$ cat config.mk
export PLATFORM = sky130hd
export DESIGN_NAME = plc_input_conditioner_flat
export DESIGN_NICKNAME = d
export VERILOG_FILES = /design/src/rtl/plc_input_conditioner_pkg.sv /design/src/rtl/plc_input_conditioner_if.sv /design/src/rtl/plc_input_conditioner_debounce.sv /design/src/rtl/plc_input_conditioner.sv /design/src/flat_wrapper.sv
export SDC_FILE = /design/constraint.sdc
export NUM_CORES = 1
export LEC_CHECK = 0
export BUFFER_PORTS_ARGS = -buffer_cell sky130_fd_sc_hd__buf_4
export CORE_MARGIN = 2
export CORE_UTILIZATION = 30
export DETAILED_ROUTE_END_ITERATION = 8
export HOLD_SLACK_MARGIN = 0.12
export REMOVE_ABC_BUFFERS = 1
export SETUP_SLACK_MARGIN = 0.2
export SLEW_MARGIN = 25
export SYNTH_ARGS = -nofsm -noshare
export SYNTH_HDL_FRONTEND = slang
export SYNTH_SLANG_ARGS = --single-unit
$ cat constraint.sdc
create_clock -name clk -period 1.9 [get_ports clk]
set_input_delay 0.285 -clock clk [delete_from_list [all_inputs] [get_ports clk]]
set_output_delay 0.285 -clock clk [all_outputs]
set_load 0.1 [all_outputs]
$ cat src/rtl/plc_input_conditioner_pkg.sv
// Shared types and constants for the lathe PLC input front-end.
package plc_pkg;

  typedef enum logic [1:0] {
    MODE_NONE = 2'b00,
    MODE_AUTO = 2'b01,
    MODE_MAN  = 2'b10
  } mode_t;

  localparam int DEBOUNCE_SILICON = 500000;
  localparam int DEBOUNCE_SIM     = 4;

  // MAN wins over AUTO when both selectors are asserted.
  function automatic mode_t requested_mode(input logic auto_level, input logic man_level);
    mode_t result;
    result = MODE_NONE;
    if (man_level) begin
      result = MODE_MAN;
    end else if (auto_level) begin
      result = MODE_AUTO;
    end
    return result;
  endfunction

endpackage

$ cat src/rtl/plc_input_conditioner_if.sv
// Panel inputs and conditioned outputs shared between the front-end and the PLC core.
interface plc_input_conditioner_if;
  import plc_pkg::*;

  logic  ena;
  logic  start_raw;
  logic  auto_raw;
  logic  man_raw;
  logic  start_level;
  logic  start_rise;
  logic  start_fall;
  mode_t mode;
  logic  mode_change;
  logic  mode_blocked;
  logic  conflict;

  modport master (
    output ena, start_raw, auto_raw, man_raw,
    input  start_level, start_rise, start_fall, mode, mode_change, mode_blocked, conflict
  );

  modport slave (
    input  ena, start_raw, auto_raw, man_raw,
    output start_level, start_rise, start_fall, mode, mode_change, mode_blocked, conflict
  );

endinterface

$ cat src/rtl/plc_input_conditioner_debounce.sv
// One panel channel: 2-flop synchroniser, counting debouncer and registered edge pulses.
module plc_debounce #(
  parameter int DEBOUNCE_CYCLES = plc_pkg::DEBOUNCE_SILICON
) (
  input  logic clk,
  input  logic rst,
  input  logic ena,
  input  logic raw,
  output logic level,
  output logic rise,
  output logic fall
);

  localparam int CW = (DEBOUNCE_CYCLES > 2) ? $clog2(DEBOUNCE_CYCLES) : 1;
  localparam logic [CW-1:0] LAST = CW'(DEBOUNCE_CYCLES - 1);

  logic          sync1;
  logic          sync2;
  logic [CW-1:0] count;

  // The counter only advances while sync2 disagrees with the stable bit and
  // is cleared on acceptance, so it never passes LAST.
  always_ff @(posedge clk) begin
    if (rst) begin
      sync1 <= 1'b0;
      sync2 <= 1'b0;
      count <= '0;
      level <= 1'b0;
      rise  <= 1'b0;
      fall  <= 1'b0;
    end else if (ena) begin
      sync1 <= raw;
      sync2 <= sync1;
      rise  <= 1'b0;
      fall  <= 1'b0;
      if (sync2 == level) begin
        count <= '0;
      end else if (count == LAST) begin
        level <= sync2;
        count <= '0;
        rise  <= sync2;
        fall  <= ~sync2;
      end else begin
        count <= count + CW'(1);
      end
    end else begin
      rise <= 1'b0;
      fall <= 1'b0;
    end
  end

endmodule

$ cat src/rtl/plc_input_conditioner.sv
// Panel front-end top: three debounced channels, mode FSM with start interlock, conflict flag.
module plc_input_conditioner
  import plc_pkg::*;
#(
  parameter int DEBOUNCE_CYCLES = DEBOUNCE_SILICON
) (
  input logic                    clk,
  input logic                    rst,
  plc_input_conditioner_if.slave bus
);

  logic       auto_level;
  logic       man_level;
  logic [3:0] edges_unused;

  mode_t mode_q;
  mode_t mode_next;
  mode_t requested;
  logic  change_next;
  logic  blocked_next;
  logic  mode_change_q;
  logic  mode_blocked_q;
  logic  conflict_q;

  plc_debounce #(.DEBOUNCE_CYCLES(DEBOUNCE_CYCLES)) u_start (
    .clk   (clk),
    .rst   (rst),
    .ena   (bus.ena),
    .raw   (bus.start_raw),
    .level (bus.start_level),
    .rise  (bus.start_rise),
    .fall  (bus.start_fall)
  );

  plc_debounce #(.DEBOUNCE_CYCLES(DEBOUNCE_CYCLES)) u_auto (
    .clk   (clk),
    .rst   (rst),
    .ena   (bus.ena),
    .raw   (bus.auto_raw),
    .level (auto_level),
    .rise  (edges_unused[0]),
    .fall  (edges_unused[1])
  );

  plc_debounce #(.DEBOUNCE_CYCLES(DEBOUNCE_CYCLES)) u_man (
    .clk   (clk),
    .rst   (rst),
    .ena   (bus.ena),
    .raw   (bus.man_raw),
    .level (man_level),
    .rise  (edges_unused[2]),
    .fall  (edges_unused[3])
  );

  // Changes wait while START is held; the registered start_level means a
  // pending request lands one edge after the release is seen.
  always_comb begin
    requested    = requested_mode(auto_level, man_level);
    mode_next    = mode_q;
    change_next  = 1'b0;
    blocked_next = (requested != mode_q) && bus.start_level;
    if ((requested != mode_q) && !bus.start_level) begin
      mode_next   = requested;
      change_next = 1'b1;
    end
  end

  always_ff @(posedge clk) begin
    if (rst) begin
      mode_q         <= MODE_NONE;
      mode_change_q  <= 1'b0;
      mode_blocked_q <= 1'b0;
      conflict_q     <= 1'b0;
    end else if (bus.ena) begin
      mode_q         <= mode_next;
      mode_change_q  <= change_next;
      mode_blocked_q <= blocked_next;
      conflict_q     <= auto_level & man_level;
    end else begin
      mode_change_q  <= 1'b0;
    end
  end

  assign bus.mode         = mode_q;
  assign bus.mode_change  = mode_change_q;
  assign bus.mode_blocked = mode_blocked_q;
  assign bus.conflict     = conflict_q;

endmodule
$ cat src/flat_wrapper.sv
// flat-port wrapper written by rule: the top's interface ports become plain ports
module plc_input_conditioner_flat import plc_pkg::*;
#(
  parameter int DEBOUNCE_CYCLES = DEBOUNCE_SILICON
)
  (clk, rst, bus_ena, bus_start_raw, bus_auto_raw, bus_man_raw, bus_start_level, bus_start_rise, bus_start_fall, bus_mode, bus_mode_change, bus_mode_blocked, bus_conflict);
  plc_input_conditioner_if bus_i ();
  input logic clk;
  input logic rst;
  input wire logic [$bits(bus_i.ena)-1:0] bus_ena;
  input wire logic [$bits(bus_i.start_raw)-1:0] bus_start_raw;
  input wire logic [$bits(bus_i.auto_raw)-1:0] bus_auto_raw;
  input wire logic [$bits(bus_i.man_raw)-1:0] bus_man_raw;
  output wire logic [$bits(bus_i.start_level)-1:0] bus_start_level;
  output wire logic [$bits(bus_i.start_rise)-1:0] bus_start_rise;
  output wire logic [$bits(bus_i.start_fall)-1:0] bus_start_fall;
  output wire logic [$bits(bus_i.mode)-1:0] bus_mode;
  output wire logic [$bits(bus_i.mode_change)-1:0] bus_mode_change;
  output wire logic [$bits(bus_i.mode_blocked)-1:0] bus_mode_blocked;
  output wire logic [$bits(bus_i.conflict)-1:0] bus_conflict;
  assign bus_i.ena = bus_ena;
  assign bus_i.start_raw = bus_start_raw;
  assign bus_i.auto_raw = bus_auto_raw;
  assign bus_i.man_raw = bus_man_raw;
  assign bus_start_level = bus_i.start_level;
  assign bus_start_rise = bus_i.start_rise;
  assign bus_start_fall = bus_i.start_fall;
  assign bus_mode = bus_i.mode;
  assign bus_mode_change = bus_i.mode_change;
  assign bus_mode_blocked = bus_i.mode_blocked;
  assign bus_conflict = bus_i.conflict;
  plc_input_conditioner #(.DEBOUNCE_CYCLES(DEBOUNCE_CYCLES)) u_core (.clk(clk), .rst(rst), .bus(bus_i));
endmodule
## Word-level counts from Yosys, hierarchy flattened

Index checks and enable logic that the tools add are counted.

| cells by class | value |
|---|---|
| equality and inequality tests | 7 |
| $add $sub $neg | 3 |
| bitwise gates (word level) | 7 |
| mux-type cells | 9 |
| reduce and logical (&&, ||, !) cells | 9 |

Operators with widths:

| operator | number |
|---|---|
| 19-bit 2-to-1 mux | 6 |
| 19-bit by 1-bit adder with 19-bit output (second input constant) | 3 |
| 19-bit equality test (second input constant) | 3 |
| 3-bit AND reduction | 3 |
| 1-bit NOT | 6 |
| 4-bit OR reduction | 1 |
| 1-bit equality test | 3 |
| 1-bit logical AND | 2 |
| 1-bit 2-to-1 mux | 2 |
| 2-bit 2-to-1 mux | 1 |
| 2-bit inequality test | 1 |
| 2-bit AND reduction | 1 |
| 2-bit OR reduction | 1 |
| 1-bit AND | 1 |
| 1-bit zero test | 1 |

| storage, ports and cells | value |
|---|---|
| output and inout bits | 8 |
| bits of input ports | 6 |
| bits in registers | 73 |
| word-level logic and storage cells | 53 |

## Longest topological paths before layout

| depth | value |
|---|---|
| depth in word-level cells | 5 |
| mapped depth | 9 |
| mapped depth without buffers | 6 |

## Hierarchy

From an unflattened synthesis, not the netlist that was laid out.

| unflattened totals | value |
|---|---|
| cell total of the unflattened synthesis | 469 |
| area, all modules | 3,837.4 um^2 |

Modules (own cells, without submodules):

| module | area each (um^2) | instances | seq. area each (um^2) | cells an instance |
|---|---|---|---|---|
| plc_debounce | 1,207.4 | 3 | 480.5 | 149 |
| plc_input_conditioner | 215.2 | 1 | 100.1 | 22 |

## Worst setup path before layout

Ideal clock, no wire load.

| timing | value |
|---|---|
| path kind | register -> register |
| from | register u_core.u_start.level |
| to | register u_core.u_start.count[9] |
| setup time | 0.074 ns |
| path buffers | 1 |
| cell stages (with the launch flop) | 7 |
| arrival | 2.191 ns |
| slack | -0.365 ns |
| clock period less this slack | 2.265 ns |
| cells stage by stage | dfxtp_1 -> xor2_1 -> nand2_1 -> a21oi_4 -> buf_2 -> a31oi_1 -> a31oi_1 |

| on the way | value |
|---|---|
| word-level cells in the longest chain between the ends | 2 |

Ends and longest elaborated chain:

| element | RTL line | text |
|---|---|---|
| from (decl) | plc_input_conditioner_debounce.sv:9 | `output logic level,` |
| from (signal assigned) | plc_input_conditioner_debounce.sv:39 | `level <= sync2;` |
| 1-bit equality test | plc_input_conditioner_debounce.sv:36 | `if (sync2 == level) begin` |
| 19-bit 2-to-1 mux | plc_input_conditioner_debounce.sv:36 |  |
| to (signal assigned) | plc_input_conditioner_debounce.sv:44 | `count <= count + CW'(1);` |
| to (decl) | plc_input_conditioner_debounce.sv:19 | `logic [CW-1:0] count;` |

Every way passes these cells.
A chain may end at the register's enable or synchronous reset.

## Worst setup path after layout

| timing | value |
|---|---|
| from | register u_core.u_start.count[12] |
| to | register u_core.u_start.count[6] |

| on the way | value |
|---|---|
| word-level cells in the longest chain between the ends | 3 |

Ends and longest elaborated chain:

| element | RTL line | text |
|---|---|---|
| 19-bit equality test | plc_input_conditioner_debounce.sv:38 | `end else if (count == LAST) begin` |
| 19-bit 2-to-1 mux | plc_input_conditioner_debounce.sv:38 |  |
| 19-bit 2-to-1 mux | plc_input_conditioner_debounce.sv:36 |  |

Every way passes these cells.

==> flow_summary_export.csv <==
group,metric,value,unit
timing,period_share,0.958,
finish,syn_to_final_growth,36.6,%
setup_path,worst-setup-path-type,"reg -> reg",
setup_path,worstSetupStartpointType,"register",
global_routing,grt_max_degree,41,
global_routing,grt_overflow_total,0,
drt,firstDrtPassIters,4,
global_routing,grt_pass1_vias,3308,
clock_network,cts_max_level,3,
pwr,peakVddDrop,0.641,mV
finish,fillers,1131,
place,portBuffers,13,
global_routing,antenna_found_initial,0,
outcome,status,"completed",
clock_network,clk_pin_slew,60,ps
timing,drv_slew,0,
clock_network,clk_latency,340,ps
floorplanning,start_util,0.307,
setup_path,arrival,2040,ps
global_routing,grt_pass1_wl,15.6,mm
timing,setup_viol,0,
logic_synthesis,yosys_warnings,0,
setup_path,rr_worst_depth,7,
clock_network,numCtsBuffers,9,
logic_synthesis,ys_dominant_reg_cell,"dfxtp_1",
logic_synthesis,synth_edf_count,0,
floorplanning,fp.dieH,115,microns
timing,fin_hold_ws,184,ps
place,gp_congestion,0.797,
timing,tightest_slew,466,ps
setup_path,rr_endpoint,"u_core.u_start.count[6]",
clock_network,cts_tree,"built",
floorplanning,dieArea,0.0131,sq mm
finish,final_cell_area,0.00502,sq mm
timing,fin_setup_tns,0,ps
drt,drc,0,
logic_synthesis,synth_area,0.00367,sq mm
logic_synthesis,yosysUniqueCellTypes,51,
flow_run,max_cap_violations,0,
place,place_area,0.00421,sq mm
timing,hold_viol,0,
pwr,powerDensity,664,mW/mm^2
place,post-dp-hpwl,5.77,mm
clock_network,cts-root-buf,"clkbuf_16",
logic_synthesis,synth-seq-area-share,0.398,
pwr,power.leakage,1.77,nW
drt,totalWireLength,9.30,mm
min_path,min_from,"bus_man_raw",
floorplanning,die_w,115,microns
logic_synthesis,synth_area_leaders,"dfxtp_1 (40%), nand3_1 (4.8%), a21oi_1 (4.4%), nand2_1 (4.3%), a31oi_1 (3.9%)",
finish,layout-drive-gt1-share,0.324,
logic_synthesis,synth_top_area_frac,0.398,
clock_network,clock_sinks,73,
timing,slew_headroom,0.688,
timing,rsz0062_at_grt,"yes",
drt,viasPerCell,5.38,
drt,wl_per_cell,14.1,microns
min_path,hold_depth,3,
min_path,hold_path_end,"u_core.u_man.sync1",
drt,dr_total_vias,3547,
global_routing,grt_usage,0.146,
finish,diodes,0,
logic_synthesis,yosysTopAreaCell,"dfxtp_1",
timing,layout_min_cycle_time,1820,ps
timing,fmax,549,MHz
floorplanning,rows,40,
setup_path,reg2reg_slack,80,ps
setup_path,crit_required,2120,ps
floorplanning,coreArea,0.0120,sq mm
setup_path,r2r-start,"u_core.u_start.count[12]",
finish,nNetsFinal,516,
logic_synthesis,synthArstFlopShare,0,
drt,drtIter0Drc,260,
timing,finalClockSkew,8.79,ps
min_path,hold_path.class,"in -> reg",
clock_network,cts_hold_buf,0,
setup_path,cp_max_fo,8,
clock_network,clockBufferDepth,2,
drt,ant_nets,0,
logic_synthesis,syn_area_per_cell,8.36,sq um
setup_path,critPathCaptureType,"register",
floorplanning,pin_count,14,
logic_synthesis,synth_seq_cells,73,
pwr,finalPower,3.33,mW
logic_synthesis,syn_inst,439,
==> through the flow <==
stage	cells	worst slack, ps	util
2_1_floorplan	416	-336	-
3_3_place_gp	623	-17.6	0.352
3_5_place_dp	623	-73.9	0.352
4_1_cts	654	52.6	0.405
5_1_grt	659	7.58	0.419
6_report	659	79.4	0.419
==> critical path, stage by stage (launching register included) <==
cell and delay (ps):
dfxtp_2 330, or4_4 540, nor3_4 280, a21oi_4 110
buf_12 160, buf_6 120, a21oi_2 100, mux2i_1 80
==> cell usage in the layout, fill, tap and decap left out, types with 5 or more instances in the layout <==
master	n
nand2b_1	18
xor2_1	11
a31oi_1	22
nand3b_1	8
nand2_2	8
and4_1	5
a21oi_1	18
dfxtp_2	11
o21ai_0	15
and3_1	8
dfxtp_1	60
a21oi_4	6
o21ai_1	8
a22o_1	5
nand4_1	14
mux2i_1	14
clkbuf_16	9
nand4b_1	5
nor2_1	20
nand2_1	34
buf_4	63
nand3_1	32
a21oi_2	11
or3_1	6
xnor2_1	5
inv_1	11
buf_6	12
==> cell usage after synthesis (9+ instances only) <==
master and count:
a21oi_1 32, clkbuf_1 15, mux2i_1 14, nand3_1 35
nor2_1 20, nand2b_1 18, a31oi_1 23, and3_1 10
and4_1 9, xor2_1 12, o21ai_0 25, inv_1 12
nand4_1 14, dfxtp_1 73, nand2_1 42
==> what timing repair did <==
action	CTS	global route
endpoints found under the setup margin	55	48
pin swaps	25	20
setup buffers	11	5
cloned	4	0
resized for setup	54	45
==> registers in the layout, indices dropped and copies added, names as in the netlist, 2 cells and up <==
signal / flops
u_core.bus.mode: 2
u_core.u_man.count: 19
u_core.u_auto.count: 19
u_core.u_start.count: 19
==> where the power goes <==
group | leakage, nW | total (mW) | switching, mW | internal (mW)
Combinational | 1.04 | 0.124 | 0.0723 | 0.0516
Sequential | 0.596 | 1.54 | 0.00534 | 1.54
Clock | 0.139 | 1.66 | 0.650 | 1.01
Total | 1.77 | 3.33 | 0.728 | 2.60
==> area by class of cell <==
cell class	count	area (sq um)	share of cell area
Clock buffer	11	233	0.0464
Inverter	12	48.8	0.00973
Sequential cell	73	1480	0.296
Clock inverter	5	56.3	0.0112
Tap cell	147	184	0.0367
Multi-Input combinational cell	333	2340	0.466
Timing Repair Buffer	78	676	0.135
==> how the worst max path moves through the flow <==
| stage | from | end | cells after the start |
|---|---|---|---|
| final | u_core.u_start.count[12] | u_core.u_start.count[6] | 7 |
| after detailed placement | u_core.u_man.count[0] | u_core.u_man.count[10] | 7 |
| after floorplan | u_core.u_start.level | u_core.u_start.count[5] | 5 |
| after CTS | u_core.u_man.count[12] | u_core.u_man.count[18] | 6 |
| after global placement | u_core.u_man.count[7] | u_core.u_man.count[9] | 6 |
| after global routing | u_core.u_start.count[12] | u_core.u_start.count[16] | 7 |
==> cells by family after synthesis <==
family | count (synthesis) | synth area share
AO/OA/AOI/OAI | 101 | 0.166
XOR/XNOR | 17 | 0.0406
adder cells (fa/ha/maj) | 3 | 0.0102
flip-flops | 73 | 0.398
buffers and inverters | 35 | 0.0392
multiplexers | 16 | 0.0443
AND/OR/NAND/NOR | 194 | 0.301
==> routing by layer <==
| layer | routed length [microns] | track usage | vias up |
|---|---|---|---|
| li1 | - | - | 1764 |
| met1 | 4320 | 0.189 | 1713 |
| met3 | 295 | 0.0296 | 11 |
| met5 | 0 | 0 | - |
| met2 | 4520 | 0.241 | 59 |
| met4 | 161 | 0.0520 | 0 |
No activity file was read; power rests on OpenSTA's default activity.
